File: src/rtl/div_share_arb_if.sv
// div_share_arb_if: request and response bundle between the requesters, the arbiter and the result consumer
interface div_share_arb_if #(
    parameter int NUM_REQ = 4,
    parameter int ID_W    = 2
);
    logic [NUM_REQ-1:0]   req_valid;
    logic [NUM_REQ-1:0]   req_ready;
    logic [8*NUM_REQ-1:0] req_lop;
    logic [8*NUM_REQ-1:0] req_rop;
    logic                 rsp_valid;
    logic                 rsp_ready;
    logic [ID_W-1:0]      rsp_id;
    logic [7:0]           rsp_quot;
    logic [7:0]           rsp_mod;
    logic                 rsp_err;

    modport master (
        output req_valid, req_lop, req_rop, rsp_ready,
        input  req_ready, rsp_valid, rsp_id, rsp_quot, rsp_mod, rsp_err
    );

    modport slave (
        input  req_valid, req_lop, req_rop, rsp_ready,
        output req_ready, rsp_valid, rsp_id, rsp_quot, rsp_mod, rsp_err
    );
endinterface

File: src/rtl/div_share_arb.sv
// div_share_arb: round-robin sharing of one 8-bit restoring divider; DIV_SHARE_ZERO_CHECK_EN enables divide-by-zero flagging
module div_share_arb #(
    parameter int NUM_REQ = 4,
    parameter int ID_W    = 2
) (
    input  logic            clk,
    input  logic            reset_n,
    div_share_arb_if.slave  bus,
    output logic            busy
);
    localparam logic [1:0] IDLE = 2'd0;
    localparam logic [1:0] CALC = 2'd1;
    localparam logic [1:0] RESP = 2'd2;

    logic [1:0]         state_q, state_d;
    logic [ID_W-1:0]    rr_ptr_q, rr_ptr_d;
    logic [ID_W-1:0]    op_id_q, op_id_d;
    logic [ID_W-1:0]    rsp_id_q, rsp_id_d;
    logic [7:0]         op_lop_q, op_lop_d;
    logic [7:0]         op_rop_q, op_rop_d;
    logic [7:0]         rsp_quot_q, rsp_quot_d;
    logic [7:0]         rsp_mod_q, rsp_mod_d;
    logic [7:0]         quot, mod;
    logic [8:0]         rem;
    logic [ID_W-1:0]    win_id;
    logic [NUM_REQ-1:0] gnt;
    logic               any_valid;
    int                 idx;

    // Round-robin search from rr_ptr upward; iterating offsets high to low leaves the nearest requester as winner
    always_comb begin
        win_id    = '0;
        any_valid = 1'b0;
        idx       = 0;
        for (int k = NUM_REQ - 1; k >= 0; k--) begin
            idx = int'(rr_ptr_q) + k;
            if (idx >= NUM_REQ) idx = idx - NUM_REQ;
            if (bus.req_valid[idx]) begin
                win_id    = ID_W'(idx);
                any_valid = 1'b1;
            end
        end
        gnt = '0;
        if (state_q == IDLE && any_valid && reset_n) gnt[win_id] = 1'b1;
    end

    // Restoring divider on the registered operands; a zero divisor naturally yields quot=FF, mod=lop
    always_comb begin
        rem  = '0;
        quot = '0;
        for (int i = 7; i >= 0; i--) begin
            rem = {rem[7:0], op_lop_q[i]};
            if (rem >= {1'b0, op_rop_q}) begin
                rem     = rem - {1'b0, op_rop_q};
                quot[i] = 1'b1;
            end
        end
        mod = rem[7:0];
    end

`ifdef DIV_SHARE_ZERO_CHECK_EN
    logic rsp_err_q, rsp_err_d;
    logic rop_zero;
    assign rop_zero = (op_rop_q == 8'h00);
`endif

    // Next-state logic: capture on grant, latch divider result in CALC, release and advance pointer on response accept
    always_comb begin
        state_d    = state_q;
        rr_ptr_d   = rr_ptr_q;
        op_id_d    = op_id_q;
        op_lop_d   = op_lop_q;
        op_rop_d   = op_rop_q;
        rsp_id_d   = rsp_id_q;
        rsp_quot_d = rsp_quot_q;
        rsp_mod_d  = rsp_mod_q;
`ifdef DIV_SHARE_ZERO_CHECK_EN
        rsp_err_d  = rsp_err_q;
`endif
        if (state_q == IDLE && |gnt) begin
            state_d  = CALC;
            op_id_d  = win_id;
            op_lop_d = bus.req_lop[8*win_id +: 8];
            op_rop_d = bus.req_rop[8*win_id +: 8];
        end
        if (state_q == CALC) begin
            state_d    = RESP;
            rsp_id_d   = op_id_q;
`ifdef DIV_SHARE_ZERO_CHECK_EN
            rsp_quot_d = rop_zero ? 8'h00 : quot;
            rsp_mod_d  = rop_zero ? 8'h00 : mod;
            rsp_err_d  = rop_zero;
`else
            rsp_quot_d = quot;
            rsp_mod_d  = mod;
`endif
        end
        if (state_q == RESP && bus.rsp_ready) begin
            state_d  = IDLE;
            rr_ptr_d = (op_id_q == ID_W'(NUM_REQ - 1)) ? '0 : op_id_q + 1'b1;
        end
    end

    // State and datapath registers, all cleared by asynchronous reset
    always_ff @(posedge clk or negedge reset_n) begin
        if (!reset_n) begin
            state_q    <= IDLE;
            rr_ptr_q   <= '0;
            op_id_q    <= '0;
            op_lop_q   <= '0;
            op_rop_q   <= '0;
            rsp_id_q   <= '0;
            rsp_quot_q <= '0;
            rsp_mod_q  <= '0;
`ifdef DIV_SHARE_ZERO_CHECK_EN
            rsp_err_q  <= 1'b0;
`endif
        end else begin
            state_q    <= state_d;
            rr_ptr_q   <= rr_ptr_d;
            op_id_q    <= op_id_d;
            op_lop_q   <= op_lop_d;
            op_rop_q   <= op_rop_d;
            rsp_id_q   <= rsp_id_d;
            rsp_quot_q <= rsp_quot_d;
            rsp_mod_q  <= rsp_mod_d;
`ifdef DIV_SHARE_ZERO_CHECK_EN
            rsp_err_q  <= rsp_err_d;
`endif
        end
    end

    assign bus.req_ready = gnt;
    assign bus.rsp_valid = (state_q == RESP);
    assign bus.rsp_id    = rsp_id_q;
    assign bus.rsp_quot  = rsp_quot_q;
    assign bus.rsp_mod   = rsp_mod_q;
`ifdef DIV_SHARE_ZERO_CHECK_EN
    assign bus.rsp_err   = rsp_err_q;
`else
    assign bus.rsp_err   = 1'b0;
`endif
    assign busy          = (state_q != IDLE);
endmodule

File: src/flat_wrapper.sv
// flat-port wrapper written by rule: the top's interface ports become plain ports
module div_share_arb_flat 
#(
    parameter int NUM_REQ = 4,
    parameter int ID_W    = 2
)
  (clk, reset_n, busy, bus_req_valid, bus_req_lop, bus_req_rop, bus_rsp_ready, bus_req_ready, bus_rsp_valid, bus_rsp_id, bus_rsp_quot, bus_rsp_mod, bus_rsp_err);
  div_share_arb_if #(.NUM_REQ(NUM_REQ), .ID_W(ID_W)) bus_i ();
  input  logic clk;
  input  logic reset_n;
  output logic busy;
  input wire logic [$bits(bus_i.req_valid)-1:0] bus_req_valid;
  input wire logic [$bits(bus_i.req_lop)-1:0] bus_req_lop;
  input wire logic [$bits(bus_i.req_rop)-1:0] bus_req_rop;
  input wire logic [$bits(bus_i.rsp_ready)-1:0] bus_rsp_ready;
  output wire logic [$bits(bus_i.req_ready)-1:0] bus_req_ready;
  output wire logic [$bits(bus_i.rsp_valid)-1:0] bus_rsp_valid;
  output wire logic [$bits(bus_i.rsp_id)-1:0] bus_rsp_id;
  output wire logic [$bits(bus_i.rsp_quot)-1:0] bus_rsp_quot;
  output wire logic [$bits(bus_i.rsp_mod)-1:0] bus_rsp_mod;
  output wire logic [$bits(bus_i.rsp_err)-1:0] bus_rsp_err;
  assign bus_i.req_valid = bus_req_valid;
  assign bus_i.req_lop = bus_req_lop;
  assign bus_i.req_rop = bus_req_rop;
  assign bus_i.rsp_ready = bus_rsp_ready;
  assign bus_req_ready = bus_i.req_ready;
  assign bus_rsp_valid = bus_i.rsp_valid;
  assign bus_rsp_id = bus_i.rsp_id;
  assign bus_rsp_quot = bus_i.rsp_quot;
  assign bus_rsp_mod = bus_i.rsp_mod;
  assign bus_rsp_err = bus_i.rsp_err;
  div_share_arb #(.NUM_REQ(NUM_REQ), .ID_W(ID_W)) u_core (.clk(clk), .reset_n(reset_n), .bus(bus_i), .busy(busy));
endmodule
File: config.mk
export PLATFORM = sky130hd
export DESIGN_NAME = div_share_arb_flat
export DESIGN_NICKNAME = d
export VERILOG_FILES = /design/src/rtl/div_share_arb_if.sv /design/src/rtl/div_share_arb.sv /design/src/flat_wrapper.sv
export SDC_FILE = /design/constraint.sdc
export NUM_CORES = 1
export LEC_CHECK = 0
export ABC_AREA = 1
export BUFFER_PORTS_ARGS = -buffer_cell sky130_fd_sc_hd__buf_4
export CORE_UTILIZATION = 35
export DETAILED_ROUTE_END_ITERATION = 7
export GPL_ROUTABILITY_DRIVEN = 0
export GPL_TIMING_DRIVEN = 1
export PLACE_DENSITY = 0.61
export SYNTH_ARGS = -nofsm -noshare
export SYNTH_HDL_FRONTEND = slang
export SYNTH_SLANG_ARGS = --single-unit
File: constraint.sdc
create_clock -name clk -period 14.8 [get_ports clk]
set_clock_uncertainty 0.1 [all_clocks]
set_input_delay 2.22 -clock clk [delete_from_list [all_inputs] [get_ports clk]]
set_output_delay 2.22 -clock clk [all_outputs]
set_load 0.01 [all_outputs]
---- Yosys cells after proc, flatten, opt, wreduce, memory -nomap -nowiden ----
Cells that the tools add are included.
operators by class
  $add $sub $neg .......................... 16
  $mul .................................... 0
  divide/modulo/power cells ............... 0
  magnitude comparators ................... 18
  equal/unequal tests ..................... 3
  shift operators ......................... 2
  mux-type cells .......................... 47
  bitwise gates (word level) .............. 0
  reduce and logical (&&, ||, !) cells .... 9
operator list
  cell                     count
  $lt A32 B4 Y1 const B    4
  $mux W32                 4
  $ge A32 B4 Y1 const B    3
  $sub A32 B4 Y32 const B  3
  $mux W8                  8
  $shiftx A32 B6 Y8        2
  $ge A9 B8 Y1             7
  $sub A8 B8 Y8            7
  $mux W1                  21
  $mux W2                  8
  $bmux W1 S2              4
  $ge A1 B8 Y1             1
  $sub A1 B8 Y8            1
  $add A2 B2 Y3 const B    2
  $logic_and A1 B1 Y1      5
  $eq A2 B2 Y1 const B     2
  $mux W4                  1
  $reduce_or A4 Y1         1
  $sub A2 B3 Y4 const B    1
  $add A2 B1 Y3 const B    1
  $ge A2 B3 Y1 const B     1
  $lt A2 B3 Y1 const B     1
  $reduce_bool A3 Y1       1
  $add A2 B1 Y2 const B    1
  other kinds (5)          5
storage, ports and cells
  flip-flop bits (word level) ............. 40
  latch bits .............................. 0
  memory bits (writable) .................. 0
  memory bits (read-only) ................. 0
  output and inout port bits .............. 25
  logic and storage cells ................. 103
  memories kept ........................... 0

---- Depth between registers and ports, before layout ----
Gate-level depths: netlist (run 1).
  depth after elaboration ................. 20
  depth in mapped cells ................... 102
  depth with buffers taken out ............ 100

---- Worst setup path before layout (run 1) ----
OpenSTA, ideal clock, no wires.
  kind .................................... register to register
  start ................................... register u_core.op_rop_q[1]
  end ..................................... register u_core.rsp_mod_q[2], in the netlist u_core.bus.rsp_mod[2]
  setup time .............................. 121 ps
  data arrival time ....................... 12551 ps
  path slack .............................. 2028 ps
  cell stages (with the launch flop) ...... 94
  buffers on the path ..................... 4
  clock period less this slack ............ 12772 ps
  cells stage by stage .................... dfrtp_1 > inv_2 > ha_1 > inv_1 > nand2_1 > and2_1 > inv_1 > o21ai_0 > ha_1 > inv_1 > nor2_1 > o21ai_0 > nand2_2 > nand2_2 > nand2_2 > nand2_4 > nand2_4 > inv_2 > (+58 left out) > inv_1 > nand3_4 > nand2_1 > nand2_1 > inv_1 > ha_1 > a21oi_1 > o21bai_1 > a21oi_1 > inv_1 > a21oi_1 > inv_1 > a21oi_1 > o21bai_1 > a211oi_1 > nand2_4 > a21boi_1 > nand2_1
on the way
  longest elaborated chain between the ends .. 16
  elaborated cells between the ends (all ways) .. 24
RTL lines
  item                                           RTL line                                  text
  start, declared                                div_share_arb.sv:20                       logic [7:0] op_rop_q, op_rop_d;
  start signal, assigned                         div_share_arb.sv:123                      op_rop_q <= op_rop_d;
  $sub A1 B8 Y8 or $ge A1 B8 Y1 (tied branches)  div_share_arb.sv:54, div_share_arb.sv:53
  $mux W8                                        div_share_arb.sv:53                       if (rem >= {1'b0, op_rop_q}) begin
  $sub A8 B8 Y8 or $ge A9 B8 Y1 (tied branches)  div_share_arb.sv:54, div_share_arb.sv:53
  $mux W8                                        div_share_arb.sv:53
  $sub A8 B8 Y8 or $ge A9 B8 Y1 (tied branches)  div_share_arb.sv:54, div_share_arb.sv:53
  $mux W8                                        div_share_arb.sv:53
  $sub A8 B8 Y8 or $ge A9 B8 Y1 (tied branches)  div_share_arb.sv:54, div_share_arb.sv:53
  $mux W8                                        div_share_arb.sv:53
  $sub A8 B8 Y8 or $ge A9 B8 Y1 (tied branches)  div_share_arb.sv:54, div_share_arb.sv:53
  $mux W8                                        div_share_arb.sv:53
  $sub A8 B8 Y8 or $ge A9 B8 Y1 (tied branches)  div_share_arb.sv:54, div_share_arb.sv:53
  $mux W8                                        div_share_arb.sv:53
  $sub A8 B8 Y8 or $ge A9 B8 Y1 (tied branches)  div_share_arb.sv:54, div_share_arb.sv:53
  $mux W8                                        div_share_arb.sv:53
  $ge A9 B8 Y1 or $sub A8 B8 Y8 (tied branches)  div_share_arb.sv:53, div_share_arb.sv:54
  $mux W8 *                                      div_share_arb.sv:53
  end signal, assigned                           div_share_arb.sv:126                      rsp_mod_q <= rsp_mod_d;
  end, declared                                  div_share_arb.sv:22                       logic [7:0] rsp_mod_q, rsp_mod_d;
Every way passes the cells marked *; elsewhere a longest branch is shown, timed or not.
A chain may end at the register's enable or synchronous reset.

---- Worst setup path in the final report (run 1) ----
  start ................................... register u_core.op_lop_q[7]
  end ..................................... register u_core.rsp_mod_q[2], in the netlist u_core.bus.rsp_mod[2]
on the way
  longest elaborated chain between the ends .. 16
  elaborated cells between the ends (all ways) .. 24
RTL lines
  item                                           RTL line                                  text
  start, declared                                div_share_arb.sv:19                       logic [7:0] op_lop_q, op_lop_d;
  start signal, assigned                         div_share_arb.sv:122                      op_lop_q <= op_lop_d;
  $sub A1 B8 Y8 or $ge A1 B8 Y1 (tied branches)  div_share_arb.sv:54, div_share_arb.sv:53
  $mux W8 *                                      div_share_arb.sv:53
  $sub A8 B8 Y8 or $ge A9 B8 Y1 (tied branches)  div_share_arb.sv:54, div_share_arb.sv:53
  $mux W8 *                                      div_share_arb.sv:53
  $sub A8 B8 Y8 or $ge A9 B8 Y1 (tied branches)  div_share_arb.sv:54, div_share_arb.sv:53
  $mux W8 *                                      div_share_arb.sv:53
  $sub A8 B8 Y8 or $ge A9 B8 Y1 (tied branches)  div_share_arb.sv:54, div_share_arb.sv:53
  $mux W8 *                                      div_share_arb.sv:53
  $sub A8 B8 Y8 or $ge A9 B8 Y1 (tied branches)  div_share_arb.sv:54, div_share_arb.sv:53
  $mux W8 *                                      div_share_arb.sv:53
  $sub A8 B8 Y8 or $ge A9 B8 Y1 (tied branches)  div_share_arb.sv:54, div_share_arb.sv:53
  $mux W8 *                                      div_share_arb.sv:53
  $sub A8 B8 Y8 or $ge A9 B8 Y1 (tied branches)  div_share_arb.sv:54, div_share_arb.sv:53
  $mux W8 *                                      div_share_arb.sv:53
  $ge A9 B8 Y1 or $sub A8 B8 Y8 (tied branches)  div_share_arb.sv:53, div_share_arb.sv:54
  $mux W8 *                                      div_share_arb.sv:53
Marked as above.

==> flow_summary.toml, run 1 <==
[clock_network]
worstSkewPairLatency_ns = 0.29
hold_buffers = 0
root_buffer = "clkbuf_16"
clockBufferDepth = 2
htree_num_levels = 2
path_clk_slew_ns = 0.06
clock_sinks = 40
cts_tree = "done"
cts_buffers = 5

[place]
dp_hpwl_mm = 11.8
dp_cells = 1060
portBuffers = 94
pre_cts_ws_ns = 0.698

[detailed_routing]
wl_per_cell_um = 13.8
routed_wl_mm = 14.8
ant_nets = 0
vias_per_cell = 4.89
drc = 2
vias = 5256
firstDrtPassIters = 7
drtIter0Drc = 207

[timing]
clock.fmax_ghz = 0.0760
setup_ws_ns = 1.64
setup_violations = 0
hold_viol = 0
holdWs_ns = 0.381
slew_violations = 0
period_needed_ns = 13.16
slew_headroom = 0.311
fin_crit_sh = 0.889
worst-slew-pin-transition_ns = 1.03

[logic_synthesis]
synth_top_cell_area_share = 0.190
yosys_warnings = 0
syn_inst = 795
synthTopCellsByArea = "dfrtp_1, nand2_1, ha_1"
yosysMostFrequentCell = "nand2_1"
synth_cell_type_count = 44
synth-edff-count = 0
synth_top_cell_by_area = "dfrtp_1"
syn-cell-area_um2 = 5280
ys.flop_type = "dfrtp_1"
synth_nets = 931
ys_async_sr_fraction = 1.00
synth_top_cells_by_count = "nand2_1, inv_1, ha_1, o21ai_0, nor2_1"
avgSynthCellArea_um2 = 6.64
ys_ff_latch = 40
yosysSeqAreaShare = 0.190

[grt]
grt_pass1_wl_mm = 24.9
antenna_found_initial = 0
grt_overflow = 0
grt_max_degree = 42
use_met1 = 0.253
grt_usage = 0.199
use_met3 = 0.0279
grt_pass1_vias = 5256
gr-usage-met2 = 0.351
busiest_layer = "met2"

[status]
violations = "design-rule violations"
outcome = "finished, violations left"

[setup_path]
reg2reg_slack_ns = 1.64
slowest_stage = "dfrtp_1"
r2r-start = "u_core.op_lop_q[7]"
cp-end-kind = "register"
crit_required_ns = 14.87
path_max_fanout = 13
worstSetupPathType = "reg2reg"
cp_common_cell = "nand2_1"
r2r-end = "u_core.bus.rsp_mod[2]"
crit_arrival_ns = 13.24
ff2ff_path_depth = 92
crit_path_start_kind = "register"
max_stage_delay_ns = 0.40

[die]
start_util = 0.360
dieArea_um2 = 15600
io_pins = 96
die_y_um = 125
rows = 44
die_w_um = 125
core_area_um2 = 14600

[cells_and_area]
area_growth_pct = 21.7
final_cells = 1074
num-nets-final = 1026
post-route-util = 0.438
drive_above_1_share = 0.188
n_antenna_cell = 0

[hold_path]
worstHoldStart = "u_core.bus.rsp_mod[7]"
hp-class = "reg2reg"
hold_path_depth = 2
hold_end = "u_core.bus.rsp_mod[7]"

[pwr]
switchingPower_uw = 62.0
leakage_nw = 3.57
power_density_nw_per_um2 = 44.1
switching_share = 0.219
p_clk_frac = 0.508
peakVddDrop_mv = 0.0356
p_int_uw = 221
combPwrFrac = 0.105
power_frac_seq = 0.386

[flow_run]
maxCapViolCount = 0
[flip-flops by register name (all words and copies together), names as in the netlist]
name,cells
u_core.op_lop_q,8
u_core.state_q,2
u_core.op_id_q,2
u_core.bus.rsp_mod,8
u_core.bus.rsp_id,2
u_core.op_rop_q,8
u_core.bus.rsp_quot,8
u_core.rr_ptr_q,2
[stage by stage]
stage / cell area [µm²] / TNS [ns] / power [mW]
final: 6420 / 0 / 0.283
after global routing: 6420 / -0.00452 / 0.293
after CTS: 6330 / 0 / 0.287
after detailed placement: 6140 / 0 / 0.142
after global placement: 6140 / 0 / 0.142
after floorplan: 5280 / 0 / 0.122
[routing by layer]
metal  vias to the layer above  wire, µm
met5                         -         0
li1                       2774         -
met2                       140      7010
met1                      2327      6830
met3                        15       688
met4                         0       244
[how the worst max path moves through the flow]
stage / from / to / slack (ns)
floorplan: u_core.op_rop_q[1] / u_core.bus.rsp_mod[2] / 2.03
global placement: u_core.op_rop_q[1] / u_core.bus.rsp_mod[6] / 0.77
detailed placement: u_core.op_rop_q[1] / u_core.bus.rsp_mod[2] / 0.70
CTS: u_core.op_rop_q[1] / u_core.bus.rsp_mod[2] / 0.62
global route: u_core.op_lop_q[7] / u_core.bus.rsp_mod[6] / -0.005
finish: u_core.op_lop_q[7] / u_core.bus.rsp_mod[2] / 1.64
[worst max-delay path: cells and delay by family (launching register included)]
family          cells  cell delay, ns
simple gates       34            3.87
flops               1            0.40
fa+ha+maj           9            2.52
buf+inv            17            1.42
compound gates     32            4.75
[power groups by stage]
stage               sequential, mW  combinational, mW  clock [mW]
finish                       0.109             0.0299       0.144
global route                 0.109             0.0332       0.151
CTS                          0.109             0.0302       0.147
detailed placement           0.111             0.0302           0
global placement             0.111             0.0304           0
floorplan                    0.111             0.0102           0
[cell type report]
cell class / instances / area (µm²)
Fill cell: 1552 / 8230
Timing Repair Buffer: 104 / 781
Clock inverter: 2 / 60.1
Clock buffer: 5 / 125
Multi-Input combinational cell: 611 / 3740
Tap cell: 184 / 230
Inverter: 128 / 483
Sequential cell: 40 / 1000
[placed cells by master, fill, tap and decap left out, types with 2 or more instances in the layout]
cell type / n
nor3_1: 8
nand3_4: 3
dfrtp_2: 2
a21boi_1: 2
nand3_1: 42
nor2_1: 43
nor2_4: 5
fa_1: 7
ha_1: 58
or2_2: 6
buf_4: 104
clkbuf_16: 5
inv_1: 122
mux2i_1: 2
o21ai_2: 5
bufinv_16: 2
a21oi_1: 38
nand2_1: 208
nand3_2: 9
xnor2_1: 11
o21ai_1: 15
a31oi_1: 6
o21bai_1: 12
dfrtp_1: 38
a22oi_1: 12
nor2_2: 5
clkinv_1: 2
nand2_4: 4
inv_2: 3
o21a_1: 2
and2_1: 2
o21ai_0: 43
nand4_1: 19
xor2_1: 23
nand2_2: 10
[logic make-up after synthesis]
kind of cell	Yosys count	share of synthesized area
simple gates	369	0.326
fa+ha+maj	65	0.164
compound gates	140	0.151
flops	40	0.190
buf+inv	144	0.108
mux	2	0.00379
xor+xnor	34	0.0564
other cells	1	0.000711
[what timing repair did]
item,4_1_cts,5_1_grt
setup buffers,0,7
hold endpoints to repair,0,0
gates resized for setup,0,19
endpoints found under the setup margin,0,9
No activity file was read; power rests on OpenSTA's default activity.
==> inputs of run 2 (changes only) <==
--- a/config.mk
+++ b/config.mk
@@ -12,6 +12,7 @@
 export GPL_ROUTABILITY_DRIVEN = 0
 export GPL_TIMING_DRIVEN = 1
 export PLACE_DENSITY = 0.61
+export RECOVER_POWER = 50
 export SYNTH_ARGS = -nofsm -noshare
 export SYNTH_HDL_FRONTEND = slang
 export SYNTH_SLANG_ARGS = --single-unit
==> run 2 against run 1 <==
Net effect: the flow finishes with violations (design-rule violations, max-capacitance violations, max-slew violations); clock-buffer cell count is the same; sequential share of layout area grew 0.055 points; maximum frequency is essentially flat; cell area shrank 0.35%; worst hold slack lost 0.0034 ns; core utilization shrank 0.15 points; register-to-register slack is essentially flat; via count is essentially flat; total power is essentially flat; die area is the same; critical path depth is the same; sequential power is essentially flat; largest power group unchanged; highest routed layer unchanged.
==> flow_summary.toml, run 2 (synthesized netlist as in run 1, its figures left out) <==
[setup_path]
cp_common_cell = "nand2_1"
slowest_stage = "dfrtp_1"
crit_family = "compound AO/OA/AOI/OAI gates"
path_max_fanout = 13
cp-end-kind = "register"
critPathBufInv = 17
max_stage_delay_ns = 0.40
crit_arrival_ns = 13.24
crit_path_start_kind = "register"
crit_required_ns = 14.87
reg2reg_slack_ns = 1.63
worstSetupPathType = "reg2reg"

[die]
die_y_um = 125
die_w_um = 125
rows = 44
io_pins = 96
core_area_um2 = 14600
dieArea_um2 = 15600
start_util = 0.360

[place]
dp_hpwl_mm = 11.8
portBuffers = 94
placed_area_um2 = 6140

[status]
violations = "design-rule violations, max-capacitance violations, max-slew violations"
outcome = "finished, violations left"

[clock_network]
clock_sinks = 40
cts_tree = "done"
root_buffer = "clkbuf_16"
path_clk_slew_ns = 0.06
worstSkewPairLatency_ns = 0.29
hold_buffers = 0
cts_buffers = 5
clockBufferDepth = 2
htree_num_levels = 2

[grt]
grt_usage = 0.199
grt_max_degree = 42
grt_overflow = 0
grt_pass1_vias = 5256
antenna_found_initial = 0
grt_pass1_wl_mm = 24.9

[timing]
setup_violations = 0
finalSetupTns_ns = 0
period_needed_ns = 13.17
slew_headroom = -0.563
clock.fmax_ghz = 0.0759
slew_violations = 42
fin_crit_sh = 0.890
worst-slew-pin-transition_ns = 2.34
hold_viol = 0

[cells_and_area]
fillers = 1555
final_cell_mix = "nand2_1, inv_1, buf_4"
drive_above_1_share = 0.181
area_growth_pct = 21.2
num-nets-final = 1026
design_area_um2 = 6400
n_antenna_cell = 0
layout_commonest_cell = "nand2_1"

[detailed_routing]
drc = 2
drtIter0Drc = 204
vias_per_cell = 4.89
routed_wl_mm = 14.8
vias = 5255
firstDrtPassIters = 7
ant_nets = 0
wl_per_cell_um = 13.8

[hold_path]
hp-class = "reg2reg"

[flow_run]
maxCapViolCount = 1

[pwr]
leakage_nw = 3.54
peakVddDrop_mv = 0.0356
power_density_nw_per_um2 = 44.3
[run 2: per-layer routing]
| metal | global-route usage | routed length, µm |
|---|---|---|
| met5 | 0 | 0 |
| met4 | 0.0487 | 244 |
| met1 | 0.253 | 6830 |
| met3 | 0.0279 | 692 |
| met2 | 0.351 | 7020 |
[run 2: final timing paths]
check	endpoint	cells past startpoint	start
hold / removal	u_core.bus.rsp_mod[7]	2	u_core.bus.rsp_mod[7]
min in group asynchronous	u_core.bus.rsp_quot[3]	1	reset_n
hold reg to reg	u_core.bus.rsp_mod[7]	2	u_core.bus.rsp_mod[7]
max in group asynchronous	u_core.op_rop_q[1]	1	reset_n
setup reg to reg	u_core.bus.rsp_mod[2]	92	u_core.op_lop_q[7]
setup / recovery	u_core.bus.rsp_mod[2]	92	u_core.op_lop_q[7]
[run 2: timing repair]
item,CTS,global route
gates resized for setup,0,19
endpoints found under the setup margin,0,9
buffers inserted,0,7
[run 2: metrics by stage]
step	hold slack, ns	util	worst slack (ns)	power, mW	std cells
final	0.378	0.437	1.63	0.283	1074
after detailed placement	0.371	0.420	0.698	0.142	1060
after global routing	0.405	0.437	-0.00452	0.293	1074
after CTS	0.388	0.432	0.617	0.287	1067
after global placement	0.368	0.420	0.765	0.142	1060
after floorplan	0.360	-	2.03	0.122	795
[run 2: worst min-delay path, stage by stage (launching register included)]
cell and delay [ns]:
dfrtp_1 0.34, nand2_1 0.05, nand2_1 0.05
[run 2: cell type report]
| class | instances | area (µm²) | share of cell area |
|---|---|---|---|
| Inverter | 128 | 483 | 0.0755 |
| Sequential cell | 40 | 1000 | 0.157 |
| Clock buffer | 5 | 125 | 0.0196 |
| Tap cell | 184 | 230 | 0.0360 |
| Clock inverter | 2 | 60.1 | 0.00939 |
| Timing Repair Buffer | 104 | 758 | 0.119 |
| Multi-Input combinational cell | 611 | 3740 | 0.584 |
[run 2: power by group]
group / switching [mW] / internal (mW)
Combinational: 0.0139 / 0.0159
Sequential: 0 / 0.109
Clock: 0.0482 / 0.0958
Total: 0.0621 / 0.221
==> inputs of run 3 (changes only) <==
--- a/config.mk
+++ b/config.mk
@@ -7,11 +7,11 @@
 export LEC_CHECK = 0
 export ABC_AREA = 1
 export BUFFER_PORTS_ARGS = -buffer_cell sky130_fd_sc_hd__buf_4
-export CORE_UTILIZATION = 35
+export CORE_UTILIZATION = 38
 export DETAILED_ROUTE_END_ITERATION = 7
 export GPL_ROUTABILITY_DRIVEN = 0
 export GPL_TIMING_DRIVEN = 1
-export PLACE_DENSITY = 0.61
+export PLACE_DENSITY = 0.65
 export RECOVER_POWER = 50
 export SYNTH_ARGS = -nofsm -noshare
 export SYNTH_HDL_FRONTEND = slang
==> run 3 against run 2 <==
Net effect: the flow finishes with violations (max-capacitance violations, max-slew violations); clock-buffer cell count increased by 2; register-to-register slack lost 0.26 ns; worst hold slack improved by 0.0010 ns; combinational power decreased by 3%; cell area down 1.0%; total power shrank 11%; wire length shrank 1.2%; critical path type unchanged.
==> flow_summary.toml, run 3 (synthesized netlist as in run 1, its figures left out) <==
[status]
outcome = "finished, violations left"
violations = "max-capacitance violations, max-slew violations"

[setup_path]
crit_path_start_kind = "register"
cp_common_cell = "nand2_1"
max_stage_delay_ns = 0.37
crit_arrival_ns = 13.55
worstSetupPathType = "reg2reg"
path_max_fanout = 13
crit_required_ns = 14.93
slowest_stage = "ha_1"
cp-end-kind = "register"

[clock_network]
hold_buffers = 0
root_buffer = "clkbuf_16"
worstSkewPairLatency_ns = 0.29
cts_tree = "done"
clock_sinks = 40
clockBufferDepth = 2
htree_num_levels = 2
cts_buffers = 5
path_clk_slew_ns = 0.06

[grt]
grt_pass1_wl_mm = 24.8
grt_pass1_vias = 5177
gr-usage-met2 = 0.359
grt_max_degree = 42
grt_usage = 0.214
use_met1 = 0.292
antenna_found_initial = 0
busiest_layer = "met2"
use_met3 = 0.0266
grt_overflow = 0

[timing]
fin_crit_sh = 0.907
hold_viol = 0
period_needed_ns = 13.42
setup_violations = 0
worst-slew-pin-transition_ns = 2.20
clock.fmax_ghz = 0.0745
holdWs_ns = 0.379
slew_headroom = -0.467
slew_violations = 42

[flow_run]
maxCapViolCount = 1

[detailed_routing]
routed_wl_mm = 14.6
drtIter0Drc = 406
drc = 0
vias = 5412
firstDrtPassIters = 5
wl_per_cell_um = 13.7
vias_per_cell = 5.09
ant_nets = 0

[die]
die_y_um = 120
rows = 42
core_area_um2 = 13400
io_pins = 96
start_util = 0.394
dieArea_um2 = 14400
die_w_um = 120

[pwr]
peakVddDrop_mv = 0.0369
total_power_uw = 252
leakage_nw = 3.52
power_density_nw_per_um2 = 39.8

[cells_and_area]
drive_above_1_share = 0.178
num-nets-final = 1023
fillers = 1396
final_cell_mix = "nand2_1, inv_1, buf_4"
layout_commonest_cell = "nand2_1"
n_antenna_cell = 0
area_growth_pct = 20.0

[place]
portBuffers = 94
dp_hpwl_mm = 11.6

[hold_path]
hp-class = "reg2reg"
-- run 3: path summary, 6_finish.rpt --
check	endpoint	slack, ns	cells after the start	from
max	u_core.bus.rsp_mod[2]	1.38	95	u_core.op_rop_q[0]
min	u_core.bus.rsp_mod[0]	0.38	2	u_core.bus.rsp_mod[0]
max reg2reg	u_core.bus.rsp_mod[2]	1.38	95	u_core.op_rop_q[0]
min reg2reg	u_core.bus.rsp_mod[0]	0.38	2	u_core.bus.rsp_mod[0]
max in group asynchronous	u_core.op_rop_q[1]	10.70	1	reset_n
min in group asynchronous	u_core.bus.rsp_mod[7]	2.48	1	reset_n
-- run 3: layer usage --
layer / up-vias / wire length [µm]
met5: - / 0
met3: 17 / 801
met2: 173 / 6710
li1: 2786 / -
met4: 0 / 286
met1: 2436 / 6810
-- run 3: layout make-up --
class,count,area (µm²),share of cell area
clock buffers,7,153,0.0241
flip-flops and latches,40,1000,0.158
multi-input cells,612,3740,0.592
well taps,176,220,0.0348
repair buffers,100,728,0.115
inverters,128,483,0.0763
-- run 3: per-stage QoR --
| stage | instances | utilization | instance area [µm²] | setup TNS [ns] | setup slack (ns) |
|---|---|---|---|---|---|
| 5_1_grt | 1063 | 0.472 | 6330 | -0.0305 | -0.0159 |
| 6_report | 1063 | 0.472 | 6330 | 0 | 1.38 |
| 4_1_cts | 1060 | 0.470 | 6290 | 0 | 0.630 |
| 2_1_floorplan | 795 | - | 5280 | 0 | 2.03 |
| 3_3_place_gp | 1053 | 0.458 | 6140 | 0 | 1.08 |
| 3_5_place_dp | 1053 | 0.458 | 6140 | 0 | 0.715 |
-- run 3: worst max-delay path, delay by kind of cell (launching register included) --
family | cells | cell delay [ns]
simple gates | 39 | 4.24
fa+ha+maj | 9 | 2.65
compound gates | 31 | 4.57
flops | 1 | 0.32
buf+inv | 16 | 1.46
-- run 3: power breakdown --
group          internal, mW  switching, mW
sequential            0.109              0
clock                0.0707         0.0430
combinational        0.0158         0.0130
-- run 3: what timing repair did --
action,4_1_cts,5_1_grt
setup endpoints to repair,0,9
setup buffers,0,2
resized for setup,0,20
